## src/rtl/cnt24_hour_pkg.sv

```systemverilog
// Shared constants and load validation for the hour stage of the digital clock chain.
// Hours are held as two BCD digits, 00..23.
package cnt24_hour_pkg;

    localparam int BCD_W = 4;

    localparam logic [BCD_W-1:0] HOUR_MAX_H = 4'd2;
    localparam logic [BCD_W-1:0] HOUR_MAX_L = 4'd3;
    localparam logic [BCD_W-1:0] BCD_NINE   = 4'd9;
    localparam logic [4:0]       HOUR_NOON  = 5'd12;

    // A load is accepted only for proper BCD digits forming an hour in 00..23.
    function automatic logic hour_load_ok(input logic [BCD_W-1:0] h,
                                          input logic [BCD_W-1:0] l);
        return (h <= HOUR_MAX_H) && (l <= BCD_NINE) &&
               ((h < HOUR_MAX_H) || (l <= HOUR_MAX_L));
    endfunction

endpackage

```

## src/rtl/cnt24_hour_to12.sv

```systemverilog
// Combinational 24h -> display conversion: passes the count through in 24h mode,
// maps to 12..11 with a PM flag in 12h mode. pm reflects hour >= 12 in both modes.
module bcd_hour_to_12
    import cnt24_hour_pkg::*;
(
    input  logic             mode12,
    input  logic [BCD_W-1:0] cnt_H,
    input  logic [BCD_W-1:0] cnt_L,
    output logic [BCD_W-1:0] disp_H,
    output logic [BCD_W-1:0] disp_L,
    output logic             pm
);

    logic [4:0] hour;
    logic [4:0] h12;

    always_comb begin
        hour   = {1'b0, cnt_H} * 5'd10 + {1'b0, cnt_L};
        pm     = (hour >= HOUR_NOON);
        h12    = hour;
        disp_H = cnt_H;
        disp_L = cnt_L;
        if (mode12) begin
            // Midnight shows as 12; afternoon hours fold down by twelve.
            if (hour == 5'd0) begin
                h12 = HOUR_NOON;
            end else if (hour > HOUR_NOON) begin
                h12 = hour - HOUR_NOON;
            end
            if (h12 >= 5'd10) begin
                disp_H = 4'd1;
                disp_L = h12[3:0] - 4'd10;
            end else begin
                disp_H = 4'd0;
                disp_L = h12[3:0];
            end
        end
    end

endmodule

```

## src/rtl/cnt24_hour.sv

```systemverilog
// Hour stage: BCD 00..23 counter driven by the minute carry, with time-set
// (manual increment, direct load) and a registered 12h/24h display path.
module cnt24_hour
    import cnt24_hour_pkg::*;
#(
    parameter int RESET_H    = 0,
    parameter int RESET_L    = 0,
    parameter int CARRY_EDGE = 1
) (
    input  logic             clk,
    input  logic             clr,
    input  logic             carry_in,
    input  logic             set_mode,
    input  logic             adj_inc,
    input  logic             load,
    input  logic [BCD_W-1:0] load_H,
    input  logic [BCD_W-1:0] load_L,
    input  logic             mode12,
    output logic [BCD_W-1:0] cnt_H,
    output logic [BCD_W-1:0] cnt_L,
    output logic             day_carry,
    output logic             load_err,
    output logic [BCD_W-1:0] disp_H,
    output logic [BCD_W-1:0] disp_L,
    output logic             pm
);

    localparam logic [BCD_W-1:0] RST_H     = BCD_W'(RESET_H);
    localparam logic [BCD_W-1:0] RST_L     = BCD_W'(RESET_L);
    localparam logic             EDGE_MODE = (CARRY_EDGE != 0);

    logic             carry_q;
    logic             adj_q;
    logic             carry_evt;
    logic             adj_evt;
    logic             wrap;
    logic [BCD_W-1:0] inc_H;
    logic [BCD_W-1:0] inc_L;
    logic [BCD_W-1:0] nxt_H;
    logic [BCD_W-1:0] nxt_L;
    logic             nxt_day_carry;
    logic             nxt_load_err;
    logic [BCD_W-1:0] conv_H;
    logic [BCD_W-1:0] conv_L;
    logic             conv_pm;

    // Carry counting is frozen in set mode; manual increments only count there.
    assign carry_evt = (EDGE_MODE ? (carry_in & ~carry_q) : carry_in) & ~set_mode;
    assign adj_evt   = adj_inc & ~adj_q & set_mode;
    assign wrap      = (cnt_H == HOUR_MAX_H) && (cnt_L == HOUR_MAX_L);

    always_comb begin
        inc_H = cnt_H;
        inc_L = cnt_L + 4'd1;
        if (cnt_L == BCD_NINE) begin
            inc_H = cnt_H + 4'd1;
            inc_L = 4'd0;
        end else if (wrap) begin
            inc_H = 4'd0;
            inc_L = 4'd0;
        end
    end

    // Priority: load, then manual increment, then minute carry.
    always_comb begin
        nxt_H         = cnt_H;
        nxt_L         = cnt_L;
        nxt_day_carry = 1'b0;
        nxt_load_err  = 1'b0;
        if (load) begin
            if (hour_load_ok(load_H, load_L)) begin
                nxt_H = load_H;
                nxt_L = load_L;
            end else begin
                nxt_load_err = 1'b1;
            end
        end else if (adj_evt) begin
            nxt_H = inc_H;
            nxt_L = inc_L;
        end else if (carry_evt) begin
            nxt_H         = inc_H;
            nxt_L         = inc_L;
            nxt_day_carry = wrap;
        end
    end

    bcd_hour_to_12 u_to12 (
        .mode12 (mode12),
        .cnt_H  (cnt_H),
        .cnt_L  (cnt_L),
        .disp_H (conv_H),
        .disp_L (conv_L),
        .pm     (conv_pm)
    );

    always_ff @(posedge clk or posedge clr) begin
        if (clr) begin
            carry_q   <= 1'b0;
            adj_q     <= 1'b0;
            cnt_H     <= RST_H;
            cnt_L     <= RST_L;
            day_carry <= 1'b0;
            load_err  <= 1'b0;
            disp_H    <= 4'd0;
            disp_L    <= 4'd0;
            pm        <= 1'b0;
        end else begin
            carry_q   <= carry_in;
            adj_q     <= adj_inc;
            cnt_H     <= nxt_H;
            cnt_L     <= nxt_L;
            day_carry <= nxt_day_carry;
            load_err  <= nxt_load_err;
            disp_H    <= conv_H;
            disp_L    <= conv_L;
            pm        <= conv_pm;
        end
    end

endmodule

```

## config.mk

```make
export PLATFORM = sky130hd
export DESIGN_NAME = cnt24_hour
export DESIGN_NICKNAME = d
export VERILOG_FILES = /design/src/rtl/cnt24_hour_pkg.sv /design/src/rtl/cnt24_hour_to12.sv /design/src/rtl/cnt24_hour.sv
export SDC_FILE = /design/constraint.sdc
export NUM_CORES = 1
export LEC_CHECK = 0
export ABC_CLOCK_PERIOD_IN_PS = 6400
export CORE_MARGIN = 10
export CORE_UTILIZATION = 35
export CTS_CLUSTER_SIZE = 14
export DETAILED_ROUTE_END_ITERATION = 10
export HOLD_SLACK_MARGIN = 0.06
export SYNTH_ARGS = -nofsm -noshare
export SYNTH_HDL_FRONTEND = slang
export SYNTH_SLANG_ARGS = --single-unit
```

## constraint.sdc

```tcl
create_clock -name clk -period 6.4 [get_ports clk]
set_clock_uncertainty 0.15 [all_clocks]
set_input_delay 0.64 -clock clk [delete_from_list [all_inputs] [get_ports clk]]
set_output_delay 0.64 -clock clk [all_outputs]
set_load 0.01 [all_outputs]
```

Yosys cells after proc, flatten, opt, wreduce, memory -nomap -nowiden
Index checks and enable logic that the tools add are counted.
W data, S select, Z words.
- bits of input ports: 15
- bits in registers: 21
- word-level logic and storage cells: 64
- reductions and logical operators: 7
- order comparisons: 7
- muxes and demuxes: 24
- add/subtract/negate cells: 5
- eq/ne operators: 4
- multipliers: 1
- bitwise gates (word level): 7
- operators with widths (cell ; count):
    $mux W4 ; 15
    $mux W5 ; 3
    $ge A5 B4 Y1 const B ; 2
    $add A4 B1 Y4 const B ; 2
    $eq A4 B2 Y1 const B ; 2
    $le A4 B2 Y1 const B ; 2
    $mux W1 ; 6
    $add A5 B4 Y5 ; 1
    $gt A5 B4 Y1 const B ; 1
    $logic_not A5 Y1 ; 1
    $sub A5 B4 Y5 const B ; 1
    $and A1 B1 Y1 ; 4
    $eq A4 B4 Y1 const B ; 1
    $le A4 B4 Y1 const B ; 1
    $lt A4 B2 Y1 const B ; 1
    $mul A4 B3 Y4 const B ; 1
    $sub A4 B4 Y4 const B ; 1
    $logic_and A1 B1 Y1 ; 3
    $not A1 Y1 ; 3
    $reduce_bool A3 Y1 ; 1
    $ne A2 B1 Y1 const B ; 1
    $reduce_and A2 Y1 ; 1
    $logic_or A1 B1 Y1 ; 1

Logic depth before layout (Yosys ltp)
- depth after elaboration: 9
- gate-level depth with buffers: 12

Hierarchy
A second synthesis with hierarchy kept.
- cell total of the unflattened synthesis: 146
- area, all modules: 1470.2 um^2
- modules (own cells, without submodules) (module ; times used ; sequential area each (um^2) ; area each (um^2) ; cells an instance):
    cnt24_hour ; 1 ; 525.5 ; 945.9 ; 82
    bcd_hour_to_12 ; 1 ; 0.0 ; 524.3 ; 64

Least setup slack after synthesis
No wires, ideal clock.
- kind: register to register
- start point: register cnt_H[0]
- end point: register disp_L[2]
- stages on the path, launching flop included: 13
- period minus slack after synthesis: 3093 ps
- arrival: 2812 ps
- data required time: 6119 ps
- buffers on the path: 0
- path slack: 3307 ps
- setup time: 131 ps
- cell sequence: dfrtp_1 > ha_1 > ha_1 > xor2_1 > ha_1 > nor3b_1 > o21ai_0 > nand2_1 > a21oi_1 > ha_1 > o31a_1 > nor3_1 > or3_1
- word-level cells in the longest chain between the ends: 9
- elaborated cells between the ends (all ways): 12
- those cells by class: add/sub (3); mul (1); order compare (2); mux (5); reduce/logical (1)
- ends and longest elaborated chain (item ; line ; source):
    start, declared ; cnt24_hour.sv:19 ; output logic [BCD_W-1:0] cnt_H,
    start signal, assigned ; cnt24_hour.sv:110 ; cnt_H <= nxt_H;
    $mul A4 B3 Y4 * ; cnt24_hour_to12.sv:18 ; hour = {1'b0, cnt_H} * 5'd10 + {1'b0, cnt_L};
    $add A5 B4 Y5 * ; cnt24_hour_to12.sv:18 ;
    $sub A5 B4 Y5 or $gt A5 B4 Y1 (tied branches) ; cnt24_hour_to12.sv:28, cnt24_hour_to12.sv:27 ;
    $mux W5 ; cnt24_hour_to12.sv:27 ; end else if (hour > HOUR_NOON) begin
    $mux W5 * ; cnt24_hour_to12.sv:25 ; if (hour == 5'd0) begin
    $mux W5 * ; cnt24_hour_to12.sv:23 ; if (mode12) begin
    $sub A4 B4 Y4 or $ge A5 B4 Y1 (tied branches) ; cnt24_hour_to12.sv:32, cnt24_hour_to12.sv:30 ;
    $mux W4 * ; cnt24_hour_to12.sv:30 ; if (h12 >= 5'd10) begin
    $mux W4 * ; cnt24_hour_to12.sv:23 ;
    named net conv_L[2] ; cnt24_hour.sv:44 ; logic [BCD_W-1:0] conv_L;
    end signal, assigned ; cnt24_hour.sv:115 ; disp_L <= conv_L;
    end, declared ; cnt24_hour.sv:24 ; output logic [BCD_W-1:0] disp_L,
The timed path passes the listed nets; every way through them passes the cells marked *. The select of a mux whose other input is x is not followed.
A chain may end at the register's enable or synchronous reset.

Worst setup path in the final report
Same ends and word-level chain as after synthesis.

==> metrics.txt <==
outcome=complete, no violations; GRT Total Usage=0.1061; buffers and inverters on the worst path=1; fill cell count=363; Residual DRC=0; overall power=0.7526 mW; Die W=82.25 um; final core occ=0.4771; pwr/cell area=424.5 mW/mm^2; Area Growth Syn to Fin=30.72%; Die ar.=0.006765 sq mm; MaxCap Viol Count=0; number of flops mapped to enable cells by yosys=0; Post-Syn Instances=145; GRT overflow=0; Lkg Pwr=0.7637 nW; fraction of layout instances using a drive strength above 1=0.04520; period utilisation layout=0.5346; most used cell, CP=ha_1; clock tree sinks=21; RePlAce Congestion=0.8631; Post-DP Area=0.001727 sq mm; Num CTS Buffers=3; Post-Synth Simple-Gate Area=0.1679; Slew Limit Fails=0; fraction of synthesized area in multiplexers=0.01845; xor and xnor fraction of the mapped netlist area=0.02306; ys flop type=dfrtp_1; initial antenna violation count=0; worst path required time=6390 ps; sw frac=0.4349; mapped cell area=0.001356 sq mm; Worst Path Arrival=3410 ps; antenna-violating nets left=0; Clk pin slew, worst setup/hold paths=70 ps; die span in y=82.25 um; clock root buffer=clkbuf_8; fin cells=225; grt peak-use layer=met2; critical path's slowest cell=a2111oi_0; post-route cell area=0.001773 sq mm; PortBufs=33; CP Capture Type=register; Sequential Area=525.5 sq um; Syn. warnings=0; compound-gate portion of the synthesized area=0.2362; Nets=205; Critical Path Source Type=register; WS Path Type=register to register; syn nets=172; H-tree depth=1; number of synthesized register bits=21; largest net degree at the start of global routing=22; crit-path leading delay family=adder cells; ANT cells=0; switching power=0.3273 mW; Cell variety after synth=45; Max Clk Rate=0.2923 GHz; largest family of logic cells by synthesized area=compound AO/OA/AOI/OAI gates; final hold violations=0; clk_lat worst skew=260 ps; Hold Buf Count CTS=0; final wirelength=3409 um; Worst VDD drop=0.1407 mV; Initial DRC Count=49; crit path time final=3421 ps; most common cell after layout, fill and taps aside=clkdlybuf4s50_1; Worst-Margin Slew=789.2 ps; CORE AREA=0.003716 sq mm; Synth async-reset ratio=1.000; RSZ-0062 raised after global routing=no; Total Negative Setup Slacks=0 ps; vias in the first global route=1260; worst hold path type=register to register; vias per cell=5.333; hpwl dp=2677 um; cell count after placement=221; met3 Usage GRT=0.03780; slew margin rel.=0.4733; Post-CTS Resized=0; commonest non-fill, non-tap cells in the layout=clkdlybuf4s50_1 (33), dfrtp_1 (21), a21oi_1 (14); Largest stage delay, worst path=610 ps; Top Ports=34; CP Max Fanout=7; Global Route met1 Usage=0.1187; Via Count=1200; GR Util met2=0.1851; CTS max path bufs=2; part of the power in registers=0.256; adder-cell share of the synthesized area=0.1162; Final setup viols=0; register area share after synthesis=0.3875; Internal=0.4253 mW; Syn Area/Cell=9.354 sq um; Comb pwr share=0.629; first-pass GRT wire length=5720 um; CP Cell Sequence=ha_1, ha_1, xor2_1, inv_1, ha_1, a2111oi_0, mux2_4, a2111oi_2, or3_1; clock share of power=0.115; Multi-input gate area=762.0 sq um; TritonRoute pass-1 iters=4; CTS tree=yes; Avg WL per Cell=15.15 um; Rows=22; Post-CTS Setup Bufs=0; Initial Util=0.3650
## stage by stage
stage	worst slack, ps	hold slack (ps)
CTS	3030	375.0
detailed placement	3034	359.4
global placement	3210	353.7
global route	2727	434.1
floorplan	3307	331.4
finish	2979	367.9
## final cells by class
| cell class | instances | share of cell area |
|---|---|---|
| multi-input combinational | 106 | 0.4298 |
| sequential | 21 | 0.2964 |
| timing repair buffer | 33 | 0.1863 |
| tap | 48 | 0.03387 |
| inverter | 13 | 0.02752 |
| clock buffer | 3 | 0.02329 |
| clock inverter | 1 | 0.002823 |
## cell families (layout without fill, tap and decap cells)
group	Yosys count	count (layout)
adders and majority gates	12	12
and+or+nand+nor	42	42
xor gates and xnor gates	2	2
AOI/OAI and AO/OA	48	48
muxes	2	2
DFF	21	21
buffers and inverters	18	50
## registers in the layout, summed over array words and instances, names as in the netlist
| register | cells |
|---|---|
| load_err | 1 |
| adj_q | 1 |
| disp_H | 4 |
| cnt_H | 4 |
| carry_q | 1 |
| day_carry | 1 |
| disp_L | 4 |
| pm | 1 |
| cnt_L | 4 |
## worst reg2reg max path, delay by kind of cell, from the launching register on
kind / cells / cell delay (ps)
adders and majority gates: 3 / 910
muxes: 1 / 310
and+or+nand+nor: 1 / 380
xor gates and xnor gates: 1 / 270
buffers and inverters: 1 / 170
DFF: 1 / 460
AOI/OAI and AO/OA: 2 / 660
## power by group through the flow
stage	Combinational, mW	Sequential (mW)	Clock [mW]
after floorplan	0.316	0.206	0
after global placement	0.452	0.196	0
after detailed placement	0.467	0.197	0
after CTS	0.470	0.194	0.0909
after global routing	0.526	0.201	0.0985
final	0.473	0.193	0.0863
## final timing paths
path | startpoint | cells past startpoint | slack [ps] | end
max | cnt_H[0] | 9 | 2980 | disp_L[2]
max reg2reg | cnt_H[0] | 9 | 2980 | disp_L[2]
max in group asynchronous | clr | 2 | 4930 | day_carry
min reg2reg | carry_q | 2 | 370 | day_carry
min in group asynchronous | clr | 2 | 680 | disp_H[2]
min | carry_q | 2 | 370 | day_carry
## cell usage after synthesis, drive strengths merged, types with 2 or more instances
| cell | count | area (sq um) |
|---|---|---|
| nor2b | 3 | 18.77 |
| nand2b | 3 | 18.77 |
| and3 | 2 | 17.52 |
| a31oi | 2 | 12.51 |
| o31ai | 3 | 22.52 |
| o21ai | 13 | 65.06 |
| dfrtp | 21 | 525.5 |
| nor3b | 4 | 30.03 |
| nand3 | 5 | 25.02 |
| inv | 13 | 48.80 |
| nor2 | 7 | 26.28 |
| clkbuf | 4 | 15.01 |
| a2111oi | 2 | 23.77 |
| a21oi | 14 | 70.07 |
| ha | 11 | 137.6 |
| nor3 | 4 | 20.02 |
| nand2 | 8 | 30.03 |
| a211oi | 2 | 15.01 |
## routing by layer
layer | up-vias | part of all wire
met5 | - | 0
met3 | 4 | 0.075
met1 | 566 | 0.42
li1 | 598 | -
met2 | 32 | 0.49
met4 | 0 | 0.0097
Power figures use the tool's default switching activity.
